`config.mk`:
```
export PLATFORM = sky130hd
export DESIGN_NAME = uart_block_sender
export DESIGN_NICKNAME = d
export VERILOG_FILES = /design/src/rtl/uart_pkg.sv /design/src/rtl/uart_block_sender.sv
export SDC_FILE = /design/constraint.sdc
export NUM_CORES = 1
export LEC_CHECK = 0
export BUFFER_PORTS_ARGS = -buffer_cell sky130_fd_sc_hd__buf_2
export CELL_PAD_IN_SITES_DETAIL_PLACEMENT = 1
export CELL_PAD_IN_SITES_GLOBAL_PLACEMENT = 2
export CORE_MARGIN = 2
export CORE_UTILIZATION = 33
export DETAILED_ROUTE_END_ITERATION = 10
export PLACE_DENSITY = 0.89
export SETUP_SLACK_MARGIN = 0.05
export SLEW_MARGIN = 30
export SYNTH_ARGS = -nofsm -noshare
export SYNTH_HDL_FRONTEND = slang
export SYNTH_SLANG_ARGS = --single-unit
```
`constraint.sdc`:
```
create_clock -name clk -period 1.8 [get_ports clk]
set_input_delay 0.09 -clock clk [delete_from_list [all_inputs] [get_ports clk]]
set_output_delay 0.09 -clock clk [all_outputs]
set_load 0.02 [all_outputs]
```
`src/rtl/uart_pkg.sv`:
```
// Shared UART definitions used by the transmitter, the block sender and the receiver.
package uart_pkg;

    localparam int DATA_WIDTH      = 8;
    localparam int AES_BLOCK_WIDTH = 128;

    typedef enum logic [1:0] {
        IDLE,
        ISSUE,
        WAIT_DONE
    } sender_state_e;

endpackage

```
`src/rtl/uart_block_sender.sv`:
```
// Serialises one accepted cipher block into bytes for the UART transmitter, one tx_drive
// strobe per byte, pacing on tx_done and abandoning the block if the line stalls.
module uart_block_sender
    import uart_pkg::*;
#(
    parameter int NUM_BYTES    = 16,
    parameter bit MSB_FIRST    = 1'b1,
    parameter int TIMEOUT_CLKS = 8192
) (
    input  logic                            clk,
    input  logic                            reset,
    input  logic                            blk_valid,
    input  logic [DATA_WIDTH*NUM_BYTES-1:0] blk_data,
    output logic                            blk_ready,
    output logic                            tx_drive,
    output logic [DATA_WIDTH-1:0]           tx_byte_in,
    input  logic                            tx_active,
    input  logic                            tx_done,
    output logic                            busy,
    output logic                            blk_sent,
    output logic                            err_timeout
);

    localparam int BLOCK_WIDTH = DATA_WIDTH * NUM_BYTES;
    localparam int CNT_W       = (NUM_BYTES > 1) ? $clog2(NUM_BYTES) : 1;
    localparam int WDOG_W      = (TIMEOUT_CLKS > 1) ? $clog2(TIMEOUT_CLKS) : 1;
    localparam logic [CNT_W-1:0]  LAST_BYTE = CNT_W'(NUM_BYTES - 1);
    localparam logic [WDOG_W-1:0] WDOG_MAX  = WDOG_W'(TIMEOUT_CLKS - 1);

    sender_state_e           r_state;
    sender_state_e           w_state_nxt;
    logic [BLOCK_WIDTH-1:0]  r_shreg;
    logic [BLOCK_WIDTH-1:0]  w_shreg_nxt;
    logic [BLOCK_WIDTH-1:0]  w_shreg_shifted;
    logic [CNT_W-1:0]        r_byte_cnt;
    logic [CNT_W-1:0]        w_byte_cnt_nxt;
    logic [WDOG_W-1:0]       r_wdog;
    logic [WDOG_W-1:0]       w_wdog_nxt;
    logic [DATA_WIDTH-1:0]   w_cur_byte;
    logic                    w_accept;
    logic                    w_last_byte;
    logic                    w_expired;

    logic                    r_blk_ready,   w_blk_ready_nxt;
    logic                    r_tx_drive,    w_tx_drive_nxt;
    logic [DATA_WIDTH-1:0]   r_tx_byte,     w_tx_byte_nxt;
    logic                    r_busy,        w_busy_nxt;
    logic                    r_blk_sent,    w_blk_sent_nxt;
    logic                    r_err_timeout, w_err_timeout_nxt;

    // The shift register always presents the next byte to send at the same end.
    assign w_cur_byte      = MSB_FIRST ? r_shreg[BLOCK_WIDTH-1 -: DATA_WIDTH] : r_shreg[DATA_WIDTH-1:0];
    assign w_shreg_shifted = MSB_FIRST ? (r_shreg << DATA_WIDTH) : (r_shreg >> DATA_WIDTH);

    assign w_accept    = blk_valid && r_blk_ready;
    assign w_last_byte = (r_byte_cnt == LAST_BYTE);
    assign w_expired   = (r_wdog == WDOG_MAX);

    always_ff @(posedge clk) begin
        if (reset) begin
            r_state       <= IDLE;
            r_shreg       <= '0;
            r_byte_cnt    <= '0;
            r_wdog        <= '0;
            r_blk_ready   <= 1'b1;
            r_tx_drive    <= 1'b0;
            r_tx_byte     <= '0;
            r_busy        <= 1'b0;
            r_blk_sent    <= 1'b0;
            r_err_timeout <= 1'b0;
        end else begin
            r_state       <= w_state_nxt;
            r_shreg       <= w_shreg_nxt;
            r_byte_cnt    <= w_byte_cnt_nxt;
            r_wdog        <= w_wdog_nxt;
            r_blk_ready   <= w_blk_ready_nxt;
            r_tx_drive    <= w_tx_drive_nxt;
            r_tx_byte     <= w_tx_byte_nxt;
            r_busy        <= w_busy_nxt;
            r_blk_sent    <= w_blk_sent_nxt;
            r_err_timeout <= w_err_timeout_nxt;
        end
    end

    always_comb begin
        w_state_nxt = r_state;
        case (r_state)
            IDLE: begin
                if (w_accept) w_state_nxt = ISSUE;
            end
            ISSUE: begin
                w_state_nxt = WAIT_DONE;
            end
            WAIT_DONE: begin
                if (tx_done)        w_state_nxt = w_last_byte ? IDLE : ISSUE;
                else if (w_expired) w_state_nxt = IDLE;
            end
            default: begin
                w_state_nxt = IDLE;
            end
        endcase
    end

    always_comb begin
        w_shreg_nxt       = r_shreg;
        w_byte_cnt_nxt    = r_byte_cnt;
        w_wdog_nxt        = r_wdog;
        w_blk_ready_nxt   = r_blk_ready;
        w_tx_drive_nxt    = 1'b0;
        w_tx_byte_nxt     = r_tx_byte;
        w_busy_nxt        = r_busy;
        w_blk_sent_nxt    = 1'b0;
        w_err_timeout_nxt = 1'b0;
        case (r_state)
            IDLE: begin
                if (w_accept) begin
                    w_shreg_nxt     = blk_data;
                    w_byte_cnt_nxt  = '0;
                    w_busy_nxt      = 1'b1;
                    w_blk_ready_nxt = 1'b0;
                end
            end
            ISSUE: begin
                w_tx_drive_nxt = 1'b1;
                w_tx_byte_nxt  = w_cur_byte;
                w_shreg_nxt    = w_shreg_shifted;
                w_wdog_nxt     = '0;
            end
            WAIT_DONE: begin
                // A completion in the expiry cycle still counts as a delivered byte.
                if (tx_done) begin
                    if (w_last_byte) begin
                        w_blk_sent_nxt  = 1'b1;
                        w_busy_nxt      = 1'b0;
                        w_blk_ready_nxt = 1'b1;
                    end else begin
                        w_byte_cnt_nxt = r_byte_cnt + CNT_W'(1);
                    end
                end else if (w_expired) begin
                    w_err_timeout_nxt = 1'b1;
                    w_busy_nxt        = 1'b0;
                    w_blk_ready_nxt   = 1'b1;
                end else if (!tx_active) begin
                    w_wdog_nxt = r_wdog + WDOG_W'(1);
                end
            end
            default: begin
                w_shreg_nxt       = 'x;
                w_byte_cnt_nxt    = 'x;
                w_wdog_nxt        = 'x;
                w_blk_ready_nxt   = 'x;
                w_tx_drive_nxt    = 'x;
                w_tx_byte_nxt     = 'x;
                w_busy_nxt        = 'x;
                w_blk_sent_nxt    = 'x;
                w_err_timeout_nxt = 'x;
            end
        endcase
    end

    assign blk_ready   = r_blk_ready;
    assign tx_drive    = r_tx_drive;
    assign tx_byte_in  = r_tx_byte;
    assign busy        = r_busy;
    assign blk_sent    = r_blk_sent;
    assign err_timeout = r_err_timeout;

endmodule

```
Yosys cells after proc, flatten, opt, wreduce, memory -nomap -nowiden:

Cells that the tools add are included.

* logic and storage cells: 69
* input port bits: 133
* flip-flop bits (word level): 160

* equality and inequality tests: 12
* multiplexer cells: 33
* add/subtract/negate cells: 2
* reduce and logical (&&, ||, !) cells: 9
* bitwise operators: 3

Operators with widths (count)
* $pmux W128 S2: 1
* $mux W128: 1
* $mux W13: 3
* $pmux W13 S2: 1
* $add A13 B1 Y13 const B: 1
* $eq A13 B13 Y1 const B: 1
* $mux W1: 13
* $mux W4: 3
* $ne A2 B2 Y1 const B: 6
* $reduce_and A4 Y1: 3
* $pmux W1 S2: 5
* $mux W8: 1
* $pmux W4 S2: 1
* $mux W2: 3
* $ne A3 B3 Y1 const B: 2
* $pmux W2 S3: 1
* $add A4 B1 Y4 const B: 1
* $eq A4 B4 Y1 const B: 1
* $reduce_and A2 Y1: 2
* $reduce_or A2 Y1: 2
* $not A1 Y1: 3
* $eq A2 B1 Y1 const B: 1
* $eq A2 B2 Y1 const B: 1
* $logic_not A2 Y1: 1
* $logic_and A1 B1 Y1: 1

Logic depth before layout (Yosys ltp):

* depth after elaboration: 5
* gate-level depth with buffers: 7

Worst setup path before layout:

Ideal clock, no wire load.

* path type: register -> register
* from: register r_blk_ready, in the netlist blk_ready
* to: register r_shreg[100]
* required time: 1.714 ns
* period minus slack after synthesis: 1.585 ns
* arrival time: 1.499 ns
* setup slack: 0.215 ns
* stages on the path, launching flop included: 7
* path through: dfxtp_1 -> nand2_1 -> o21bai_1 -> buf_2 -> buf_1 -> nor2_1 -> a211oi_1

* longest elaborated chain between the ends: 3

Ends and longest elaborated chain
* start, declared: RTL line uart_block_sender.sv:44 `logic r_blk_ready, w_blk_ready_nxt;`
* start signal, assigned: RTL line uart_block_sender.sv:76 `r_blk_ready <= w_blk_ready_nxt;`
* $logic_and A1 B1 Y1: RTL line uart_block_sender.sv:55 `assign w_accept = blk_valid && r_blk_ready;`
* $ne A2 B2 Y1 (no source line)
* $reduce_and A2 Y1 (no source line)
* end signal, assigned: RTL line uart_block_sender.sv:73 `r_shreg <= w_shreg_nxt;`
* end, declared: RTL line uart_block_sender.sv:32 `logic [BLOCK_WIDTH-1:0] r_shreg;`

Every way passes these cells.
A chain may end at the register's enable or synchronous reset.

Final worst setup path:

* from: register r_wdog[0]
* to: register r_wdog[7]

* longest elaborated chain between the ends: 5

Ends and longest elaborated chain
* start, declared: RTL line uart_block_sender.sv:37 `logic [WDOG_W-1:0] r_wdog;`
* start signal, assigned: RTL line uart_block_sender.sv:75 `r_wdog <= w_wdog_nxt;`
* $add A13 B1 Y13: RTL line uart_block_sender.sv:144 `w_wdog_nxt = r_wdog + WDOG_W'(1);`
* $mux W13: RTL line uart_block_sender.sv:143 `end else if (!tx_active) begin`
* $mux W13: RTL line uart_block_sender.sv:139 `end else if (w_expired) begin`
* $mux W13: RTL line uart_block_sender.sv:131 `if (tx_done) begin`
* $pmux W13 S2: RTL line uart_block_sender.sv:114 `case (r_state)`

Several ways; a longest one is shown, not always the timed one. The select of a mux whose other input is x is not followed.

==> impl_metrics.ini <==
[drt]
avgViaCountPerCell = 4.983
drt-total-wl_um = 18450
drtPass1Iterations = 4
ant_nets = 0
drc = 0
drt_iter0_drc = 158
wl_per_cell_um = 16.16
num_vias = 5691

[cts]
post-cts-setup-buffer-count = 0
cts_sinks = 160
clock_latency_ns = 0.42
cts_made_buffers = 17
h-tree-depth = 4
clk_pin_slew_ns = 0.06
root_buffer = clkbuf_16
tritoncts = done
clk_path_buf_depth = 2

[sta]
fin_hold_ws_ns = 0.009526
timing.final.ws_setup_ns = 0.1419
hold_viol = 0
min_period_over_period_pct = 92.12
fin_crit_ns = 1.658
tightest_slew_ns = 0.4489
setup_violations = 0
fin_skew_ns = 0.008278
setup_tns_ns = 0
maxSlewHeadroom_pct = 70.07
final-max-slew-violation-count = 0
max_freq_mhz = 603.1
rsz0062_at_grt = yes

[power]
powerDensity_nw_per_um2 = 1112
p_clk_share_pct = 38.6
irDropWorstVdd_mv = 0.6152
finalPower_mw = 9.800
pwr-share-seq_pct = 43.1
leakage_nw = 4.154
switching_share_pct = 27.45
p_comb_share_pct = 18.4
p_switching_mw = 2.690
p_int_mw = 7.110

[die]
die_h_um = 148.9
die_w_um = 148.9
pin_count = 146
initial_core_util_pct = 33.29
coreArea_um2 = 20820
row_count = 53
die_area_um2 = 22180

[yosys]
synthDistinctLibCells = 43
synth-adder-area-share_pct = 0.3610
syn_avg_cell_area_um2 = 9.561
ys_warn_count = 0
synthCells = 725
synthSimpleGateAreaFrac_pct = 12.98
synth_edf_count = 0
synth_top_family_by_area = multiplexers
synth-seq-cells = 160
muxShareOfSynthArea_pct = 19.93
synth_xor_area_share_pct = 0.2527
async_reset_ff_share_pct = 0
synth_fp_nets = 860
synth_ff_type = dfxtp_1
synth_compound_area_share_pct = 16.37
synth_area_leader_cell = dfxtp_1
netlist_area_um2 = 6932
yosys-top-cells-count = dfxtp_1 (160), nor2_1 (141), mux2i_1 (138)
synth_top_area_share_pct = 46.21
synthTopCellsByArea = dfxtp_1 (46%), mux2i_1 (20%), a211oi_1 (13%)
synth.most_common_cell = dfxtp_1
yosysSeqAreaShare_pct = 46.21

[cells_and_area]
layout.nets = 990
area_growth_pct = 27.09
layout-drive-gt1-share_pct = 24.57
diodes = 0

[setup_path]
endpoint_kind = flop
worstPathArrival_ns = 2.01
crit_path_max_fanout = 8
reg2reg_depth = 5
start_kind = flop
crit_path_top_delay_cell = or3_1
rr_startpoint = r_wdog[0]
crit_path_max_incr_delay_ns = 0.35
worstReg2RegEnd = r_wdog[7]
criticalPathCategory = reg -> reg
crit_chain = ha_2 > and3_2 > a41o_4 > or3_1 > a21oi_1
critical_path_required_ns = 2.15
reg2reg_slack_ns = 0.14

[worst_hold_path]
holdCritStartpoint = blk_data[15]
whs_path_depth = 3
min_path_type = in -> reg
holdPathEnd = r_shreg[15]

[place]
place.gp.congestion = 0.7551
dp_hpwl_um = 12960
port_buffers = 145
place_ws_ns = 0.08763

[global_route]
grt_pass1_wl_um = 29610
grt_max_degree = 76
grt-ovfl-total = 0
grt_usage_pct = 16.85
grt_antenna_before_repair = 2
grt_pass1_vias = 5781

[status]
outcome = finished, final reports clean

[flow_run]
cap_viol_max_count = 0
-- power groups by stage --
stage               Clock [mW]  Combinational (mW)  Sequential (mW)
finish                    3.78                1.80             4.22
global route              4.04                2.02             4.27
CTS                       3.88                1.83             4.22
detailed placement           0                1.81             4.30
global placement             0                1.76             4.29
floorplan                    0                1.21             4.22
-- flip-flops by register name, summed over array words and instances (netlist names) --
name	cells
r_shreg	128
r_state	2
blk_ready	1
tx_drive	1
blk_sent	1
r_wdog	13
tx_byte_in	8
busy	1
err_timeout	1
r_byte_cnt	4
-- kinds of logic (layout without fill, tap and decap cells) --
| kind of cell | after synthesis | count (layout) |
|---|---|---|
| xor gates and xnor gates | 2 | 2 |
| buffers and inverters | 66 | 208 |
| DFF | 160 | 160 |
| muxes | 138 | 138 |
| and+or+nand+nor | 200 | 200 |
| adders and majority gates | 2 | 2 |
| AOI/OAI and AO/OA | 157 | 157 |
-- how the worst max path moves through the flow --
stage | from | end | slack, ns
5_1_grt | r_wdog[0] | r_wdog[7] | 0.03
4_1_cts | r_wdog[0] | r_wdog[7] | 0.06
3_3_place_gp | r_wdog[0] | r_wdog[3] | 0.14
6_report | r_wdog[0] | r_wdog[7] | 0.14
2_1_floorplan | blk_ready | r_shreg[100] | 0.22
3_5_place_dp | r_wdog[0] | r_wdog[3] | 0.09
-- repair_timing --
item / CTS / global route
setup endpoints to repair: 0 / 8
hold buffers: 4 / 0
gates resized for setup: 0 / 6
endpoints found under the hold margin: 4 / 0
-- routing by layer --
metal | up-vias | GRT usage (%) | part of all wire (%)
met5 | - | 0 | 0.038
met4 | 2 | 5.143 | 1.3
met3 | 19 | 5.168 | 5.3
met2 | 112 | 27.26 | 46
met1 | 2651 | 21.62 | 47
li1 | 2907 | - | -
-- stage by stage --
| stage | std cells | cell area [um^2] | utilization (%) |
|---|---|---|---|
| 2_1_floorplan | 725 | 6932 | - |
| 3_3_place_gp | 1107 | 8130 | 39.05 |
| 3_5_place_dp | 1107 | 8130 | 39.05 |
| 4_1_cts | 1142 | 8790 | 42.21 |
| 5_1_grt | 1142 | 8810 | 42.31 |
| 6_report | 1142 | 8810 | 42.31 |
-- layout by cell type, fill, tap and decap left out, types with 2 or more instances in the layout --
cell	n
dlygate4sd3_1	4
dfxtp_1	160
or2_2	2
buf_2	144
and4_1	3
nand3_1	7
nor4b_1	2
inv_1	2
mux2i_1	138
nor2_1	141
nand4_1	6
inv_6	2
and2_0	8
clkbuf_16	17
nand2b_1	2
o21ai_0	8
clkinvlp_4	3
clkbuf_8	3
bufinv_16	3
a21oi_1	14
nand2_1	10
a211oi_1	120
or3_1	8
clkinv_4	2
buf_4	13
o211ai_1	2
buf_12	14
-- layout make-up --
class / instances / area [um^2]
fillers: 2400 / 12010
multi-input cells: 499 / 3497
flip-flops and latches: 160 / 3203
repair buffers: 175 / 1139
clock buffers: 20 / 466.7
well taps: 275 / 344.1
clock inverters: 11 / 152.6
inverters: 2 / 7.507
-- worst max-delay path: cells and delay by family (launching register included) --
family                   cells  cell delay, ns
AND/OR/NAND/NOR              2            0.60
AO/OA/AOI/OAI                2            0.42
flip-flops                   1            0.34
adder cells (fa/ha/maj)      1            0.22
Note: power is estimated with default switching activity, not from simulation.
